### config.mk
export PLATFORM = sky130hd
export DESIGN_NAME = poly_note_player
export DESIGN_NICKNAME = d
export VERILOG_FILES = /design/src/rtl/poly_note_player.sv
export SDC_FILE = /design/constraint.sdc
export NUM_CORES = 1
export LEC_CHECK = 0
export CAP_MARGIN = 10
export CORE_MARGIN = 2
export CORE_UTILIZATION = 55
export CTS_BUF_LIST = sky130_fd_sc_hd__clkbuf_4 sky130_fd_sc_hd__clkbuf_8 sky130_fd_sc_hd__clkbuf_16
export DETAILED_ROUTE_END_ITERATION = 10
export DONT_BUFFER_PORTS = 1
export PLACE_DENSITY = 0.8
export SLEW_MARGIN = 20
export SYNTH_ARGS = -nofsm -noshare
export SYNTH_HDL_FRONTEND = slang
export SYNTH_SLANG_ARGS = --single-unit
export TNS_END_PERCENT = 10
### constraint.sdc
create_clock -name iClk -period 9.22 [get_ports iClk]
set_input_delay 1.844 -clock iClk [delete_from_list [all_inputs] [get_ports iClk]]
set_output_delay 1.844 -clock iClk [all_outputs]
set_load 0.01 [all_outputs]
### src/rtl/poly_note_player.sv
// Polyphonic square-wave note player: NUM_VOICES tone voices with hold timers, retrigger/allocate/steal
// assignment and a PWM mixer. Define POLY_NOTE_RELEASE_EN to add the explicit note-release ports.
module poly_note_player #(
   parameter int NUM_VOICES = 4,
   parameter int DIV_WIDTH = 13,
   parameter int HOLD_WIDTH = 24,
   parameter logic [HOLD_WIDTH-1:0] HOLD_CYCLES = 24'd5000000
) (
   input  logic                  iClk,
   input  logic                  iReset,
   input  logic                  iNoteValid,
   input  logic [DIV_WIDTH-1:0]  iNoteDiv,
`ifdef POLY_NOTE_RELEASE_EN
   input  logic                  iNoteRelease,
   input  logic [DIV_WIDTH-1:0]  iReleaseDiv,
`endif
   output logic                  oPWM,
   output logic [NUM_VOICES-1:0] oActive
);

   localparam int PTR_W = $clog2(NUM_VOICES);
   localparam int LVL_W = $clog2(NUM_VOICES + 1);

   logic [DIV_WIDTH-1:0]  r_div  [NUM_VOICES];
   logic [DIV_WIDTH-1:0]  r_cnt  [NUM_VOICES];
   logic [HOLD_WIDTH-1:0] r_hold [NUM_VOICES];
   logic [NUM_VOICES-1:0] r_phase;
   logic [NUM_VOICES-1:0] r_active;
   logic [PTR_W-1:0]      r_stealPtr;
   logic [PTR_W-1:0]      r_pwmCnt;
   logic                  r_pwm;

   logic                  w_reqOk;
   logic                  w_matchHit;
   logic                  w_freeHit;
   logic                  w_stealAdv;
   logic [PTR_W-1:0]      w_matchIdx;
   logic [PTR_W-1:0]      w_freeIdx;
   logic [NUM_VOICES-1:0] w_load;
   logic [NUM_VOICES-1:0] w_retrig;
   logic [NUM_VOICES-1:0] w_release;
   logic [NUM_VOICES-1:0] w_expire;
   logic [NUM_VOICES-1:0] w_wrap;
   logic [LVL_W-1:0]      w_level;

   // Voice selection: the descending scans leave the lowest matching/free index selected.
   always_comb begin
      w_reqOk    = iNoteValid && (iNoteDiv >= DIV_WIDTH'(2));
      w_matchHit = 1'b0;
      w_matchIdx = '0;
      w_freeHit  = 1'b0;
      w_freeIdx  = '0;
      for (int i = NUM_VOICES - 1; i >= 0; i--) begin
         if (r_active[i] && (r_div[i] == iNoteDiv)) begin
            w_matchHit = 1'b1;
            w_matchIdx = PTR_W'(i);
         end
         if (!r_active[i]) begin
            w_freeHit = 1'b1;
            w_freeIdx = PTR_W'(i);
         end
      end
      w_load     = '0;
      w_retrig   = '0;
      w_stealAdv = 1'b0;
      if (w_reqOk) begin
         if (w_matchHit) begin
            w_retrig[w_matchIdx] = 1'b1;
         end else if (w_freeHit) begin
            w_load[w_freeIdx] = 1'b1;
         end else begin
            w_load[r_stealPtr] = 1'b1;
            w_stealAdv         = 1'b1;
         end
      end
   end

   always_comb begin
      w_wrap    = '0;
      w_expire  = '0;
      w_release = '0;
      w_level   = '0;
      for (int i = 0; i < NUM_VOICES; i++) begin
         w_wrap[i]   = (r_cnt[i] == (r_div[i] - DIV_WIDTH'(1)));
         w_expire[i] = r_active[i] && (r_hold[i] == HOLD_WIDTH'(1));
`ifdef POLY_NOTE_RELEASE_EN
         w_release[i] = iNoteRelease && r_active[i] && (r_div[i] == iReleaseDiv);
`endif
         w_level = w_level + LVL_W'(r_active[i] & r_phase[i]);
      end
   end

   // A trigger outranks release and expiry; a retrigger only refreshes hold so the tone keeps running.
   always_ff @(posedge iClk or posedge iReset) begin
      if (iReset) begin
         for (int i = 0; i < NUM_VOICES; i++) begin
            r_div[i]  <= '0;
            r_cnt[i]  <= '0;
            r_hold[i] <= '0;
         end
         r_phase  <= '0;
         r_active <= '0;
      end else begin
         for (int i = 0; i < NUM_VOICES; i++) begin
            if (w_load[i]) begin
               r_div[i]    <= iNoteDiv;
               r_cnt[i]    <= '0;
               r_phase[i]  <= 1'b0;
               r_hold[i]   <= HOLD_CYCLES;
               r_active[i] <= 1'b1;
            end else if (w_retrig[i] || (r_active[i] && !w_release[i] && !w_expire[i])) begin
               r_hold[i] <= w_retrig[i] ? HOLD_CYCLES : (r_hold[i] - HOLD_WIDTH'(1));
               if (w_wrap[i]) begin
                  r_cnt[i]   <= '0;
                  r_phase[i] <= ~r_phase[i];
               end else begin
                  r_cnt[i] <= r_cnt[i] + DIV_WIDTH'(1);
               end
            end else if (r_active[i]) begin
               r_active[i] <= 1'b0;
               r_phase[i]  <= 1'b0;
               r_cnt[i]    <= '0;
               r_hold[i]   <= '0;
            end
         end
      end
   end

   always_ff @(posedge iClk or posedge iReset) begin
      if (iReset) begin
         r_stealPtr <= '0;
         r_pwmCnt   <= '0;
         r_pwm      <= 1'b0;
      end else begin
         if (w_stealAdv) begin
            r_stealPtr <= (r_stealPtr == PTR_W'(NUM_VOICES - 1)) ? '0 : (r_stealPtr + PTR_W'(1));
         end
         r_pwmCnt <= (r_pwmCnt == PTR_W'(NUM_VOICES - 1)) ? '0 : (r_pwmCnt + PTR_W'(1));
         r_pwm    <= (LVL_W'(r_pwmCnt) < w_level);
      end
   end

   assign oPWM    = r_pwm;
   assign oActive = r_active;

endmodule
### After elaboration in Yosys (flattened, before gate mapping)

Index checks and enable logic that the tools add are counted.
Widths: inputs -> output; s select.

| storage, ports and cells | value |
|---|---|
| bits in latches | 0 |
| register bits | 213 |
| bits of input ports | 16 |
| output and inout bits | 5 |
| logic and storage cells | 198 |
| memory bits (read-only) | 0 |
| RAM bits | 0 |
| memories kept | 0 |

| cells by class | value |
|---|---|
| magnitude comparators | 8 |
| shift-type cells | 0 |
| reduce and logical (&&, ||, !) cells | 32 |
| divide/modulo/power cells | 0 |
| $add $sub $neg | 17 |
| bitwise operators | 8 |
| eq/ne operators | 22 |
| multipliers | 0 |
| mux-type cells | 88 |

Operator list:

| operator | number |
|---|---|
| $mux 24 | 16 |
| $mux 13 | 16 |
| $eq 13x13->1 | 8 |
| $eq 24x1->1 const B | 4 |
| $sub 24x1->24 const B | 4 |
| $add 13x1->13 const B | 4 |
| $sub 13x1->13 const B | 4 |
| $mux 1 | 38 |
| $mux 2 | 10 |
| $mux 4 | 5 |
| $logic_and 1x1->1 | 16 |
| $ge 13x2->1 const B | 1 |
| $ne 3x3->1 const B | 4 |
| $reduce_bool 3->1 | 4 |
| $lt 2x3->1 const B | 3 |
| $ne 2x2->1 const B | 4 |
| $reduce_and 2->1 | 4 |
| $demux 1 s2 | 3 |
| $ge 2x1->1 const B | 3 |
| $add 2x1->2 const B | 2 |
| $and 1x1->1 | 4 |
| $eq 2x2->1 const B | 2 |
| $logic_not 1->1 | 4 |
| $logic_or 1x1->1 | 4 |
| other kinds (5) | 8 |

### Longest topological paths before layout

| depth | value |
|---|---|
| depth in word-level cells | 15 |
| gate-level depth with buffers | 13 |

### Worst setup path before layout

Ideal clock, no wire load.

| timing | value |
|---|---|
| kind | input to register |
| from | input iNoteDiv[3] |
| to | register r_div[39] in the netlist's numbering |
| path slack | 5073 ps |
| stages on the path | 10 |
| data required time | 9092 ps |
| data arrival time | 4020 ps |
| cells stage by stage | buf_2 > nor4_1 > nand3_1 > nand2_1 > or4_1 > buf_2 > or3_1 > buf_2 > buf_2 > mux2_1 |

| between the ends | value |
|---|---|
| cells in the longest elaborated chain, start to end | 8 |

RTL lines:

| what | RTL line | source |
|---|---|---|
| start: declaration | 12 | `input logic [DIV_WIDTH-1:0] iNoteDiv,` |
| $eq 13x13->1 | 54 | `if (r_active[i] && (r_div[i] == iNoteDiv)) begin` |
| $logic_and 1x1->1 | 54 |  |
| $mux 1 (4 in series) | 54 |  |
| $mux 4 | 67 | `if (w_matchHit) begin` |
| $mux 4 * | 66 | `if (w_reqOk) begin` |
| end signal: indexed assignment | 106 | `r_div[i] <= iNoteDiv;` |
| end: declaration | 24 | `logic [DIV_WIDTH-1:0] r_div [NUM_VOICES];` |

Every way passes the cells marked *; elsewhere a longest branch is shown, timed or not.
A chain may end at the register's enable or synchronous reset.

### Final worst setup path

| timing | value |
|---|---|
| from | input iNoteDiv[8] |
| to | register r_hold[58] in the netlist's numbering |

| between the ends | value |
|---|---|
| cells in the longest elaborated chain, start to end | 15 |

RTL lines:

| what | RTL line | source |
|---|---|---|
| $eq 13x13->1 | 54 |  |
| $logic_and 1x1->1 | 54 |  |
| $mux 2 (4 in series) | 54 |  |
| $lt 2x3->1 (not written as such) / $ge 2x1->1 (equally long branches) | 68 | `w_retrig[w_matchIdx] = 1'b1;` |
| $logic_and 1x1->1 (not written as such) | 68 |  |
| $mux 1 (not written as such) | 68 |  |
| $demux 1 s2 | 68 |  |
| $mux 4 | 67 |  |
| $mux 4 | 66 |  |
| $mux 24 / $logic_or 1x1->1 (equally long branches) | 112, 111 |  |
| $mux 24 | 111 | `end else if (w_retrig[i] \|\| (r_active[i] && !w_release[i] && !w_expire[i])) begin` |
| $mux 24 | 105 | `if (w_load[i]) begin` |
| end signal: indexed assignment | 112 | `r_hold[i] <= w_retrig[i] ? HOLD_CYCLES : (r_hold[i] - HOLD_WIDTH'(1));` |
| end: declaration | 26 | `logic [HOLD_WIDTH-1:0] r_hold [NUM_VOICES];` |

Parallel ways exist; a longest one is shown, timed or not.

==> flow_metrics.tcl <==
set metrics [dict create \
    status "completed" \
    cts_buffers 24 \
    vias_per_cell 6.34 \
    first_global_vias 11000 \
    grt_overflow 0 \
    route.detailed.drc 0 \
    fmax_mhz 225 \
    routed-wl-met3_mm 1.54 \
    die_w_um 160 \
    path_cells "xnor2_1 > nand4_1 > nor4_2 > or4_1 > o21bai_1 > nor2_1 > a41oi_1 > a31oi_1" \
    post-cts-setup-buffer-count 0 \
    antenna_left 0 \
    worst_pin_slew_ns 1.01 \
    nets 1455 \
    power_per_cell_area_nw_per_um2 282 \
    synth_edf_count 0 \
    io_buffers 0 \
    p_leak_nw 5.83 \
    period_share_pct 48.1 \
    holdBufCountCts 0 \
    diodes 0 \
    synth-warning-count 0 \
    crit_path_end_kind "register" \
    relSlewSlack_pct 32.5 \
    design.core.area_sq_um 24000 \
    ctsResizeCount 0 \
    worst_path_largest_cell_delay_ns 0.77 \
    dieArea_sq_um 25500 \
    hp-class "register to register" \
    critPathRequiredTime_ns 9.66 \
    area_growth_syn_to_layout_pct 6.65 \
    cp_max_fo 13 \
    clock_path_buffers 3 \
    syn_nets 1508 \
    wl_per_cell_um 17.9 \
    worstSetupPathType "primary input to register" \
    wl_met2_mm 15.1 \
    rows 57 \
    dp.cells 1712 \
    io-pin-count 21 \
    place_hpwl_mm 21.5 \
    rsz0062_at_grt "false" \
    grt_max_degree 140 \
    setup_viol 0 \
    fin_cells 1755 \
    drive_gt1_share_pct 9.92 \
    async_reset_ff_share_pct 100 \
    max-vdd-ir-drop_uv 170 \
    cts_tree "yes" \
    grt_pass1_wl_mm 53.8 \
    synth_flop_cell "dfrtp_1" \
    die_y_um 160 \
    synth.distinct_cells 80 \
    place.gp.congestion 0.895 \
    syn-cell-area_sq_um 13300 \
    grtUsageTotal_pct 24.9 \
    worst_ep_arrival_time_ns 4.87 \
    syn-instance-count 1467 \
    cts-root-buf "clkbuf_16" \
    clkTransAtPathRegs_ns 0.06 \
    worst_setup_path_start_kind "primary input" \
    antenna_found_initial 0 \
    fin_setup_tns_ns 0 \
    routed.top_layer "met4" \
    cp_top_family "simple AND/OR/NAND/NOR gates" \
    finClkSkew_ns 0.0158 \
    hold_viol 0 \
    htreeDepth 1 \
    initial_utilization_pct 55.5 \
    critPathSlowestCell "nor2_1" \
    wl_met1_mm 13.8 \
    syn_area_per_cell_sq_um 9.10 \
    clkLatencyLatePin_ns 0.53 \
    maxCapViolCount 0 \
    critPathBufInv 0 \
    first_pass_iters 5 \
    wl_mm 31.5 \
    maxSlewViolCount 0 \
    period_minus_slack_ns 4.44 \
    drt_iter0_drc 1027 \
    seq_area_frac_synth_pct 39.9 \
    synth_seq_cells 213 \
    vias 11100 \
    clock-sinks 213 \
]
==> cells in the final DEF (no fill, tap or decap), drive strengths merged, types with 45 or more instances in the layout <==
cell type and count:
xnor2 80, nor4 45, dfrtp 213, xor2 48, a21oi 58, nand2 87
nand3 57, mux2 53, nor2 120, o21ai 124, nor3 66
==> stage by stage <==
step / power (mW) / util, % / hold WS [ns] / area (sq um) / setup WS (ns)
2_1_floorplan: 2.72 / - / 0.420 / 13300 / 1.55
3_5_place_dp: 3.03 / 55.9 / 0.453 / 13400 / 4.28
5_1_grt: 4.29 / 59.2 / 0.482 / 14200 / 4.52
6_report: 4.02 / 59.2 / 0.463 / 14200 / 4.78
4_1_cts: 4.01 / 59.2 / 0.458 / 14200 / 4.83
3_3_place_gp: 2.95 / 55.9 / 0.438 / 13400 / 4.49
==> logic make-up (layout without fill, tap and decap cells) <==
kind of cell / after synthesis / count (layout) / synth area share [%]
AOI/OAI and AO/OA: 341 / 341 / 16.5
and+or+nand+nor: 566 / 566 / 23.3
DFF: 213 / 213 / 39.9
adders and majority gates: 25 / 25 / 2.40
muxes: 63 / 63 / 5.22
xor gates and xnor gates: 128 / 128 / 8.40
buffers and inverters: 131 / 95 / 4.23
==> path summary, 6_finish.rpt <==
path | start | end | slack, ns | cells after the start
min in group asynchronous | iReset | r_hold[45] | 1.40 | 1
worst max-delay path | iNoteDiv[8] | r_hold[58] | 4.78 | 8
worst max register to register | r_div[0] | r_cnt[11] | 5.33 | 10
worst min register to register | r_pwmCnt[0] | r_pwmCnt[0] | 0.46 | 1
max in group asynchronous | iReset | r_div[33] | 6.33 | 2
worst min-delay path | r_pwmCnt[0] | r_pwmCnt[0] | 0.46 | 1
==> where the power goes <==
part | internal [mW] | switching [mW]
Combinational | 0.692 | 0.725
Sequential | 1.18 | 0.449
Clock | 0.566 | 0.405
Total | 2.44 | 1.58
==> Yosys cell counts (18+ instances only) <==
library cell  instances  area [sq um]
a21oi_1              58           290
a22o_1               19           166
a31oi_1              23           144
and3_1               20           125
buf_2                42           210
clkbuf_1             43           161
dfrtp_1             213          5330
ha_1                 24           300
inv_1                42           158
mux2_2               48           541
nand2_1              86           323
nand2b_1             20           125
nand3_1              57           285
nand4_1              20           125
nor2_1              119           447
nor3_1               61           305
nor4_1               37           231
o21ai_0             121           606
o31ai_1              18           135
or3_1                41           257
xnor2_1              80           701
xor2_1               48           420
==> per-layer routing <==
| metal | vias to the layer above | global-route usage (%) |
|---|---|---|
| met5 | - | 0 |
| met4 | 0 | 9.87 |
| met3 | 88 | 3.64 |
| met2 | 312 | 41.9 |
| met1 | 5477 | 32.7 |
| li1 | 5250 | - |
==> state kept, by name, summed over array words and instances (netlist names) <==
register,flops
oPWM,1
oActive,4
r_stealPtr,2
r_pwmCnt,2
r_phase,4
r_div,52
r_hold,96
r_cnt,52
==> cell type report <==
| type | instances | area (sq um) |
|---|---|---|
| repair buffers | 10 | 75.1 |
| well taps | 324 | 405 |
| flip-flops and latches | 213 | 5330 |
| multi-input cells | 1123 | 7450 |
| clock buffers | 29 | 657 |
| inverters | 42 | 165 |
| fillers | 1956 | 9800 |
| clock inverters | 14 | 145 |
Power figures use the tool's default switching activity.
